==> config.mk <==
export PLATFORM = sky130hd
export DESIGN_NAME = mux_arbiter
export DESIGN_NICKNAME = d
export VERILOG_FILES = /design/src/rtl/mux_arbiter_pkg.sv /design/src/rtl/day1.sv /design/src/rtl/mux_arbiter.sv
export SDC_FILE = /design/constraint.sdc
export NUM_CORES = 1
export LEC_CHECK = 0
export CORE_MARGIN = 4
export CORE_UTILIZATION = 45
export DETAILED_ROUTE_END_ITERATION = 12
export GPL_ROUTABILITY_DRIVEN = 0
export PLACE_DENSITY = 0.77
export SLEW_MARGIN = 25
export SYNTH_ARGS = -nofsm -noshare
export SYNTH_HDL_FRONTEND = slang
export SYNTH_HIERARCHICAL = 1
export SYNTH_SLANG_ARGS = --single-unit
==> constraint.sdc <==
create_clock -name clk -period 2 [get_ports clk]
set_input_delay 0.4 -clock clk [delete_from_list [all_inputs] [get_ports clk]]
set_output_delay 0.4 -clock clk [all_outputs]
set_load 0.01 [all_outputs]
==> src/rtl/mux_arbiter_pkg.sv <==
// Shared types and default sizes for the two-source mux arbiter.
package mux_arbiter_pkg;

    // Identifies which requester owns the shared mux / output word.
    typedef enum logic {
        SRC_A = 1'b0,
        SRC_B = 1'b1
    } src_t;

    localparam int DATA_W_DEF = 8;
    localparam int CNT_W_DEF  = 16;

endpackage : mux_arbiter_pkg

==> src/rtl/day1.sv <==
// Plain 2:1 multiplexer used as the shared datapath of the arbiter.
module day1 #(
    parameter int DATA_W = 8
) (
    input  logic [DATA_W-1:0] a_i,
    input  logic [DATA_W-1:0] b_i,
    input  logic              sel_i,
    output logic [DATA_W-1:0] y_o
);

    // sel_i = 0 passes a_i, sel_i = 1 passes b_i
    always_comb begin
        y_o = sel_i ? b_i : a_i;
    end

endmodule : day1

==> src/rtl/mux_arbiter.sv <==
// Two-requester valid/ready arbiter in front of the shared day1 mux.
// The winner steers the mux; the mux output is captured into a one-deep
// output register that can be popped and reloaded in the same cycle.
// Optional feature macro: MUX_ARBITER_RR_EN (round-robin on ties);
// without it a tie always goes to source A.
//
// Handshake semantics: a word moves across an interface on a rising edge
// where that interface's valid and ready are both high. Sources hold
// valid/data stable until ready. Readies depend combinationally on the
// valids and on y_ready_i, never the other way round.
module mux_arbiter
    import mux_arbiter_pkg::*;
#(
    parameter int DATA_W = DATA_W_DEF,
    parameter int CNT_W  = CNT_W_DEF
) (
    input  logic              clk,
    input  logic              reset_n,
    input  logic              a_valid_i,
    input  logic [DATA_W-1:0] a_data_i,
    output logic              a_ready_o,
    input  logic              b_valid_i,
    input  logic [DATA_W-1:0] b_data_i,
    output logic              b_ready_o,
    output logic              y_valid_o,
    output logic [DATA_W-1:0] y_data_o,
    output logic              y_src_o,
    input  logic              y_ready_i,
    output logic              sel_o,
    output logic [CNT_W-1:0]  a_cnt_o,
    output logic [CNT_W-1:0]  b_cnt_o
);

    localparam logic [CNT_W-1:0] CNT_ONE = {{(CNT_W-1){1'b0}}, 1'b1};

    src_t              winner;
    src_t              last;
    logic              can_load;
    logic              a_xfer;
    logic              b_xfer;
    logic              xfer;
    logic [DATA_W-1:0] mux_y;

    // The output register can take a word when empty or being popped now
    assign can_load = ~y_valid_o | y_ready_i;

    // Pick the requester; with no requests the select idles on the last grant
    always_comb begin
        winner = last;
        if (a_valid_i && b_valid_i) begin
`ifdef MUX_ARBITER_RR_EN
            winner = (last == SRC_A) ? SRC_B : SRC_A;
`else
            winner = SRC_A;
`endif
        end else if (a_valid_i) begin
            winner = SRC_A;
        end else if (b_valid_i) begin
            winner = SRC_B;
        end
    end

    assign sel_o     = (winner == SRC_B);
    assign a_ready_o = can_load & (winner == SRC_A) & a_valid_i;
    assign b_ready_o = can_load & (winner == SRC_B) & b_valid_i;
    assign a_xfer    = a_ready_o;
    assign b_xfer    = b_ready_o;
    assign xfer      = a_xfer | b_xfer;

    day1 #(
        .DATA_W (DATA_W)
    ) u_mux (
        .a_i   (a_data_i),
        .b_i   (b_data_i),
        .sel_i (sel_o),
        .y_o   (mux_y)
    );

    // Output register: load on a transfer, otherwise empty on a sink pop
    always_ff @(posedge clk or negedge reset_n) begin
        if (!reset_n) begin
            y_valid_o <= 1'b0;
            y_data_o  <= '0;
            y_src_o   <= 1'b0;
        end else if (xfer) begin
            y_valid_o <= 1'b1;
            y_data_o  <= mux_y;
            y_src_o   <= (winner == SRC_B);
        end else if (y_ready_i) begin
            y_valid_o <= 1'b0;
        end
    end

    // Last-grant pointer; starts at B so that A wins the first tie
    always_ff @(posedge clk or negedge reset_n) begin
        if (!reset_n) begin
            last <= SRC_B;
        end else if (xfer) begin
            last <= winner;
        end
    end

    // Per-source transfer counters, wrapping naturally at all-ones
    always_ff @(posedge clk or negedge reset_n) begin
        if (!reset_n) begin
            a_cnt_o <= '0;
            b_cnt_o <= '0;
        end else begin
            if (a_xfer) a_cnt_o <= a_cnt_o + CNT_ONE;
            if (b_xfer) b_cnt_o <= b_cnt_o + CNT_ONE;
        end
    end

endmodule : mux_arbiter

==> run metrics, run 1 <==
Yosys warning total 6; Rows 23; Slew Limit Fails 0; detailed-route wire length per cell 15.0 um; CP cell instances clkdlybuf4s50_1 -> nand2b_4 -> or3_4 -> or4b_4 -> xnor2_2; Initial Util roughly half; area leader, netlist dfrtp_1; unrepaired setup endpoints after global routing false; top post-synthesis cells by area dfrtp_1, xnor2_1, mux2_4; first-pass GRT wire length approximately 7500 um; Combinational Power Share between 20 and 30%; area grow syn2layout 43.3%; Max Cap Viol 0; HPWL Detailed roughly 3400 um; cell leakage power ~1.3 nW; pre-CTS WS -197 ps; min Tclk post-route approximately 1900 ps; pwr dens between 800 and 900 nW/um^2; Reg2Reg Launch Point b_cnt_o[0]; sequential-to-total area share from yosys stat a little over half; vias in the first global route approximately 1600; Slew @ Worst Pin 528 ps; Vias/cell approximately 5.0; Slowest-stage cell, CP clkdlybuf4s50_1; R2R Path End b_cnt_o[13]; status complete, no violations; core outline area 4140 sq um; drt pass-1 iters 4; sequential power share between 40 and 50%; TritonCTS clock tree built; Worst-Skew Late Latency about 290 ps; crit path max fanout 3; Final Hold Viols 0; Period Utilization, post-route ~94%; First DRT Iteration DRCs 85; filler cell count 322; post-synth cell types 26; r2r setup slk 240 ps; final global-route overflow total 0; Worst setup EP type flop; # IOs 66; post-CTS setup buffer count 0; Crit path required time around 2200 ps; relative slew slack between 60% and 70%; startpoint types primary input; Yosys top cell area share 52.5%; clock skew 5.52 ps; height of the die ~75 um; initial antenna violation count 0; Clock Root Buffer clkbuf_8; top cell family by delay on the critical path simple AND/OR/NAND/NOR gates; setup TNS 0 ps; Num CTS Buffers 5; Post-DRT Antenna Nets 0; htree depth 2; syn nets ~190; R2R cell count 4; layout cells sized above 1 between 10% and 20%; final WL roughly 4400 um; Nets 268; via count about 1500; Max clock buf depth 2; CP Buf/Inv Count 1; NetSw about 0.72 mW; Sink Count 43; n_diodes 0; register bit count reported by yosys 43; Clock power frac 21.8%; drt drc 0; min-delay worst type in2async; Sw Ratio 29.1%; die area roughly 5600 sq um; CP Class in2reg; Mapped Cells about 160; Die Wd approximately 75 um; Cell Area, Synth around 2000 sq um; largest net degree at the start of global routing 44; cell depth of the worst setup path 5; Internal ~1.8 mW; total track usage between 10% and 20%; Peak Freq between 500 and 600 MHz; CP Data Arrival Time just over 2000 ps; Setup WS post-layout 112 ps; hold_ws 166 ps; worst vdd ir between 0.0006 and 0.0007 V; largest stage delay on the critical path between 500 and 600 ps; IO Port Bufs 65; syn_area_per_cell 12.4 sq um; Final Setup Violations 0; Clock transition at path regs about 70 ps
[what timing repair did]
action	4_1_cts	5_1_grt
gates resized for setup	3	0
endpoints found under the setup margin	3	0
hold buffers	0	0
endpoints found under the hold margin	0	0
[per-layer routing]
layer | GRT usage [%] | vias up | wire length [um]
met5 | 0 | - | 0
met4 | 7.31 | 0 | 102
met3 | 4.54 | 14 | 294
met2 | 28.5 | 47 | 2080
met1 | 22.4 | 704 | 1950
li1 | - | 723 | -
[per-stage QoR]
step,util [%],instances,power (mW),cell area [sq um]
finish,69.2,295,2.49,2870
global route,69.2,295,2.65,2870
floorplan,-,162,1.51,2000
CTS,69.2,295,2.52,2870
detailed placement,67.2,288,1.97,2790
global placement,67.2,288,1.95,2790
[logic make-up after synthesis]
logic type	Yosys count	synth area share, %
buffers and inverters	6	1.87
adders and majority gates	2	1.25
muxes	18	11.6
DFF	43	53.8
and+or+nand+nor	61	17.2
xor gates and xnor gates	30	13.5
AOI/OAI and AO/OA	2	0.750
[how the worst max path moves through the flow]
stage / start / end / slack (ps)
after global routing: y_ready_i / a_ready_o / 70
after floorplan: y_valid_o / b_cnt_o[13] / 190
after detailed placement: b_valid_i / b_cnt_o[13] / -200
final: b_valid_i / b_cnt_o[13] / 110
after global placement: b_valid_i / b_cnt_o[13] / -170
after CTS: y_ready_i / a_ready_o / 120
[final cells by class]
cell class	instances	area (sq um)	area share, %
repair buffers	78	739	25.8
multi-input cells	113	887	30.9
well taps	50	62.6	2.18
clock buffers	6	82.6	2.88
flip-flops and latches	43	1080	37.5
clock inverters	1	5.00	0.174
inverters	4	15.0	0.523
[cell usage after synthesis, drive strengths merged]
cell,instances
a21o,2
and3,5
and4,3
buf,2
dfrtp,42
dfstp,1
ha,2
inv,4
mux2,18
nand2,12
nand2b,2
nand3,8
nand4,6
nor2,8
nor2b,1
nor3,10
nor4,2
or2,1
or3,2
or4b,1
xnor2,17
xor2,13
[registers in the layout, summed over array words and instances (netlist names)]
register,flops
a_cnt_o,16
b_cnt_o,16
y_data_o,8
last,1
y_src_o,1
y_valid_o,1
[layout by cell type (no fill, tap or decap), types with 6 or more instances in the layout]
master / synthesis / layout
xor2_1: 13 / 13
nand4_1: 6 / 6
dfrtp_1: 42 / 42
buf_4: 0 / 13
xnor2_1: 16 / 16
clkbuf_8: 0 / 6
nor2_1: 8 / 8
nor3_1: 10 / 10
nand3_1: 8 / 8
nand2_1: 12 / 12
mux2_4: 8 / 8
mux2_2: 10 / 10
clkdlybuf4s50_1: 0 / 61
[power groups by stage]
stage	sequential [mW]	combinational [mW]	clock [mW]
floorplan	1.26	0.250	0
global route	1.24	0.819	0.596
finish	1.20	0.740	0.543
detailed placement	1.22	0.752	0
global placement	1.21	0.736	0
CTS	1.21	0.755	0.560
[worst reg2reg max path: stages (launching register included)]
cell     delay, ps
dfrtp_1        440
nand4_1        170
or3_4          370
or4b_4         530
xnor2_2        140
(Power assumes the default switching activity.)
==> run 2: changes to the inputs <==
==> constraint.sdc (replaced) <==
create_clock -name clk -period 2 [get_ports clk]
set_input_delay 0.4 -clock clk [delete_from_list [all_inputs] [get_ports clk]]
set_output_delay 0.4 -clock clk [all_outputs]
set_load 0.02 [all_outputs]
==> run 2 against run 1 <==
Effect of this change:
- critical path depth fell by 1
- sequential share of layout area fell by 0.20 points
- hold slack worse by 110 ps
- routed wire length grew 2.1%
- via count grew 1.0%
- non-clock buffer count rose by 1
- sequential power is essentially flat
- worst setup slack worse by 41 ps
- clock skew decreased by 2.1 ps
- die area stayed put
- maximum frequency decreased by 2.1%
- critical endpoint is now sel_o
- largest cell class unchanged
==> run metrics, run 2 (synthesized netlist as in run 1, its figures left out) <==
Slowest-stage cell, CP clkdlybuf4s50_1; Final Setup Violations 0 (unchanged); # IOs 66 (unchanged); Reg2Reg Launch Point b_cnt_o[2]; Initial Util 48.3% (unchanged); Clock Root Buffer clkbuf_8; largest stage delay on the critical path 460 ps (-90 ps); area grow syn2layout 44.1%; Cell Count, Final, Fillers Out 297 (+0.68%); crit path max fanout 4 (+1); min Tclk post-route 1930 ps (+40.6 ps); Crit path required time 1600 ps (-570 ps); CP Buf/Inv Count 3 (+2); Internal 1.74 mW (-1.2%); overall power 2.59 mW (+4.2%); r2r setup slk 230 ps (about the same); min-delay worst type in2async; sequential power share 46.2% (-2.2 points); Nets 269 (+0.37%); Peak Freq 519 MHz (-2.1%); Slew @ Worst Pin 481 ps (-47.6 ps); via count 1503 (+1.0%); Placed Instances 289 (+0.35%); R2R cell count 4 (unchanged); initial antenna violation count 0 (unchanged); layout cells sized above 1 18.6% (-0.15 points); TritonCTS clock tree built; Largest regs a_cnt_o x16, b_cnt_o x16, y_data_o x8; NetSw 0.849 mW (+17%); Max Cap Viol 0 (unchanged); n_diodes 0 (unchanged); Worst setup EP type output pin; CP Class in2out; Seq. cell area 1080 sq um (unchanged); die area 5580 sq um (unchanged); Num CTS Buffers 5 (unchanged); Period Utilization, post-route 96.4% (+2.0 points); relative slew slack 68.0% (+3.2 points); unrepaired setup endpoints after global routing false; total track usage 17.4% (-0.16 points); cell depth of the worst setup path 4 (-1); Clock transition at path regs 80 ps (about the same); Max clock buf depth 2 (unchanged); worst vdd ir 0.000732 V (+20%); R2R Path End b_cnt_o[13]; filler cell count 335 (+4.0%); pwr dens 899 nW/um^2 (+3.7%); CP Data Arrival Time 1530 ps (-530 ps); Worst-Skew Late Latency 290 ps (about the same); Vias/cell 5.06 (+0.33%); HPWL Detailed 3470 um (+2.9%); largest net degree at the start of global routing 25 (-43%); cell leakage power 1.32 nW (+0.20%); clock skew 3.43 ps (-2.09 ps); Slew Limit Fails 0 (unchanged); Sw Ratio 32.8% (+3.7 points); most common cell after layout, fill and taps aside clkdlybuf4s50_1; top cell family by delay on the critical path buffers and inverters; Clock power frac 20.3% (-1.5 points); area occupied by multi-input gates 887 sq um (unchanged); Rows 23 (unchanged); # hold bufs at CTS 0 (unchanged); Die Wd 74.7 um (unchanged); startpoint types primary input; hold_ws 52.8 ps (-114 ps); CP Capture Point sel_o; detailed-route wire length per cell 15.2 um (+1.4%); CP Launch Point a_valid_i; Post-DRT Antenna Nets 0 (unchanged); drt pass-1 iters 4 (unchanged); First DRT Iteration DRCs 46 (-46%); status complete, no violations; setup TNS 0 ps (unchanged); final global-route overflow total 0 (unchanged); first-pass GRT wire length 7360 um (-1.7%); Sink Count 43 (unchanged); core outline area 4140 sq um (unchanged); final WL 4520 um (+2.1%); most frequent cells in the layout clkdlybuf4s50_1, dfrtp_1, xnor2_1, xor2_1, buf_4; drt drc 0 (unchanged); Final Hold Viols 0 (unchanged); vias in the first global route 1536 (-5.7%); CP cell instances clkdlybuf4s50_1 -> buf_4 -> nor2_1 -> dlygate4sd2_1; Combinational Power Share 33.5% (+3.7 points); htree depth 2 (unchanged); IO Port Bufs 65 (unchanged); height of the die 74.7 um (unchanged)
[run 2: cell types whose count changed in the layout (fill, tap and decap cells not counted), sizes merged]
cell	before	now
clkbuf	6	7
buf	14	15
dlygate4sd2	3	2
clkdlybuf4s15	0	1
[run 2: area by class of cell]
type,count,area share [%]
clock inverters,1,0.174
flip-flops and latches,43,37.4
repair buffers,79,26.4
inverters,4,0.521
multi-input cells,113,30.8
clock buffers,7,2.65
well taps,50,2.17
[run 2: power by group through the flow]
stage	Clock [mW]	Sequential [mW]	Combinational (mW)
after floorplan	0	1.37	0.253
after global placement	0	1.21	0.865
after detailed placement	0	1.21	0.880
after CTS	0.541	1.20	0.883
after global routing	0.579	1.23	0.925
final	0.526	1.20	0.870
[run 2: layer usage]
layer / global-route usage (%) / vias up / part of all wire [%]
li1: - / 724 / -
met1: 22.0 / 731 / 43
met4: 4.74 / 0 / 0.89
met3: 6.28 / 6 / 7.4
met5: 0 / - / 0
met2: 28.4 / 42 / 49
[run 2: worst min-delay path by stage]
stage | to | slack, ps | depth (start not counted)
after detailed placement | b_cnt_o[2] | 390 | 1
after global routing | b_cnt_o[2] | 80 | 1
after floorplan | a_cnt_o[0] | 100 | 0
after global placement | b_cnt_o[2] | 390 | 1
final | b_cnt_o[2] | 50 | 1
after CTS | b_cnt_o[2] | 60 | 1
[run 2: what timing repair did]
item,CTS,global route
pin swaps,0,0
endpoints found under the hold margin,0,0
resized for setup,3,1
setup endpoints to repair,3,1
buffers inserted,0,0
[run 2: metrics by stage]
stage / utilization, % / setup slack (ps) / cell area [sq um]
6_report: 69.6 / 71.4 / 2880
5_1_grt: 69.6 / 14.5 / 2880
4_1_cts: 69.6 / 41.8 / 2880
3_5_place_dp: 67.7 / -221 / 2810
3_3_place_gp: 67.7 / -191 / 2810
2_1_floorplan: - / 126 / 2000
==> run 3: changes to the inputs <==
--- a/config.mk
+++ b/config.mk
@@ -5,11 +5,14 @@
 export SDC_FILE = /design/constraint.sdc
 export NUM_CORES = 1
 export LEC_CHECK = 0
+export CAP_MARGIN = 20
 export CORE_MARGIN = 4
 export CORE_UTILIZATION = 45
 export DETAILED_ROUTE_END_ITERATION = 12
 export GPL_ROUTABILITY_DRIVEN = 0
+export MAX_ROUTING_LAYER = met4
 export PLACE_DENSITY = 0.77
+export REMOVE_ABC_BUFFERS = 1
 export SLEW_MARGIN = 25
 export SYNTH_ARGS = -nofsm -noshare
 export SYNTH_HDL_FRONTEND = slang
==> run 3 against run 2 <==
Effect of this change:
- sequential power is essentially flat
- clock power is essentially flat
- sequential share of layout area grew 0.18 points
- via count shrank 0.53%
- critical path type unchanged
- largest cell class unchanged
==> run metrics, run 3 (synthesized netlist as in run 1, its figures left out) <==
status complete, no violations; hold_ws 82.5 ps (+29.7 ps); Slew @ Worst Pin 530 ps (+49.7 ps); CP Data Arrival Time 1530 ps (about the same); largest net degree at the start of global routing 25 (unchanged); Clock Root Buffer clkbuf_8; Layout Utilization 69.3% (-0.33 points); height of the die 74.7 um (unchanged); pre-CTS WS -274 ps (-53.2 ps); Vias/cell 5.02 (-0.87%); startpoint types primary input; First DRT Iteration DRCs 72 (+57%); detailed-route wire length per cell 13.8 um (-9.2%); Final Setup Violations 0 (unchanged); Slew Limit Fails 0 (unchanged); unrepaired setup endpoints after global routing false; layout cells sized above 1 19.8% (+1.1 points); initial antenna violation count 0 (unchanged); R2R cell count 4 (unchanged); GR Layer Usage met1 20.2% (-1.8 points); core outline area 4140 sq um (unchanged); Final Hold Viols 0 (unchanged); area grow syn2layout 43.4%; Reg2Reg Launch Point b_cnt_o[2]; clock skew 3.45 ps (+0.0216 ps); top cell family by delay on the critical path buffers and inverters; IO Port Bufs 65 (unchanged); Worst-Skew Late Latency 290 ps (about the same); drt pass-1 iters 4 (unchanged); crit path max fanout 3 (-1); GR Util met3 6.01% (-0.27 points); most frequent cells in the layout clkdlybuf4s50_1, dfrtp_1, xnor2_1, buf_4, xor2_1; CP Launch Point b_valid_i; cell depth of the worst setup path 4 (unchanged); Period Utilization, post-route 96.6% (+0.15 points); Sw Ratio 32.7% (about the same); Rows 23 (unchanged); first-pass GRT wire length 7090 um (-3.7%); worst vdd ir 0.000549 V (-25%); CP Class in2out; Crit path required time 1600 ps (about the same); overall power 2.59 mW (-0.21%); final WL 4110 um (-8.9%); Top Usage Layer GRT met2; CP cell instances clkdlybuf4s50_1 -> nor2_1 -> nor2_1 -> dlygate4sd2_1; # hold bufs at CTS 0 (unchanged); most common cell after layout, fill and taps aside clkdlybuf4s50_1; Sink Count 43 (unchanged); Post-DRT Antenna Nets 0 (unchanged); drt drc 0 (unchanged); CP Buf/Inv Count 2 (-1); CP Capture Point sel_o; die area 5580 sq um (unchanged); Setup WS post-layout 68.4 ps (-2.95 ps); Nets 270 (+0.37%); min Tclk post-route 1930 ps (+2.95 ps); Die Wd 74.7 um (unchanged); HPWL Detailed 3250 um (-6.3%); largest stage delay on the critical path 550 ps (+90 ps); Largest regs a_cnt_o x16, b_cnt_o x16, y_data_o x8; total track usage 17.1% (-0.30 points); vias in the first global route 1553 (+1.1%); Initial Util 48.3% (unchanged); NetSw 0.847 mW (-0.27%); Combinational Power Share 33.2% (-0.3 points); Internal 1.74 mW (-0.18%); final instance area 2870 sq um (-0.48%); Slowest-stage cell, CP clkdlybuf4s50_1; htree depth 2 (unchanged); placed cell area 2800 sq um (-0.18%); min-delay worst type in2async; Max Cap Viol 0 (unchanged); via count 1495 (-0.53%); Critical Path Most Common Cell nor2_1; post-CTS setup buffer count 0 (unchanged); R2R Path End b_cnt_o[13]; cell leakage power 1.32 nW (-0.17%); TritonCTS clock tree built; Max clock buf depth 2 (unchanged); # IOs 66 (unchanged); Num CTS Buffers 5 (unchanged); relative slew slack 64.6% (-3.3 points); Worst setup EP type output pin; met2 usage 27.1% (-1.3 points); filler cell count 319 (-4.8%); Clock power frac 20.4% (about the same); Clock transition at path regs 80 ps (about the same); final global-route overflow total 0 (unchanged); n_diodes 0 (unchanged); sequential power share 46.4% (+0.2 points); pwr dens 901 nW/um^2 (+0.27%); r2r setup slk 240 ps (about the same); Peak Freq 518 MHz (-0.15%)
[run 3: cell count changes in the layout (fill, tap and decap cells not counted), sizes merged]
cell and change:
clkbuf +2, buf +1, clkdlybuf4s15 -1, dlygate4sd2 -1
[run 3: stage by stage]
| stage | TNS (ps) | std cells |
|---|---|---|
| 2_1_floorplan | -581 | 160 |
| 3_3_place_gp | -1510 | 290 |
| 3_5_place_dp | -1770 | 290 |
| 4_1_cts | 0 | 298 |
| 5_1_grt | 0 | 298 |
| 6_report | 0 | 298 |
[run 3: power groups by stage]
stage	Combinational [mW]	Clock [mW]	Sequential, mW
after floorplan	0.247	0	1.37
after global placement	0.860	0	1.21
after detailed placement	0.876	0	1.22
after CTS	0.876	0.540	1.20
after global routing	0.935	0.583	1.23
final	0.860	0.528	1.20
[run 3: area by class of cell]
| cell class | instances | area (sq um) | area share (%) |
|---|---|---|---|
| tap | 50 | 62.6 | 2.18 |
| inverter | 4 | 15.0 | 0.523 |
| clock inverter | 1 | 5.00 | 0.174 |
| multi-input combinational | 113 | 887 | 30.9 |
| clock buffer | 7 | 76.3 | 2.66 |
| timing repair buffer | 80 | 747 | 26.0 |
| sequential | 43 | 1080 | 37.5 |
[run 3: worst register-to-register path, delay by kind of cell, from the launching register on]
| kind | cells | cell delay, ps |
|---|---|---|
| xor+xnor | 1 | 140 |
| flops | 1 | 420 |
| simple gates | 3 | 1090 |
[run 3: worst min-delay path by stage]
stage | endpoint | cells after the start
finish | b_cnt_o[1] | 1
global route | b_cnt_o[1] | 1
CTS | b_cnt_o[1] | 1
detailed placement | b_cnt_o[1] | 1
global placement | b_cnt_o[0] | 1
floorplan | a_cnt_o[0] | 0
[run 3: what timing repair did]
action                     in CTS  in global routing
resized for setup               4                  3
cloned                          0                  0
setup endpoints to repair       3                  2
hold endpoints to repair        0                  0
[run 3: routing by layer]
metal / up-vias / routed length [um]
met4: 0 / 43
met5: - / 0
met1: 713 / 1790
li1: 734 / -
met2: 43 / 1980
met3: 5 / 291
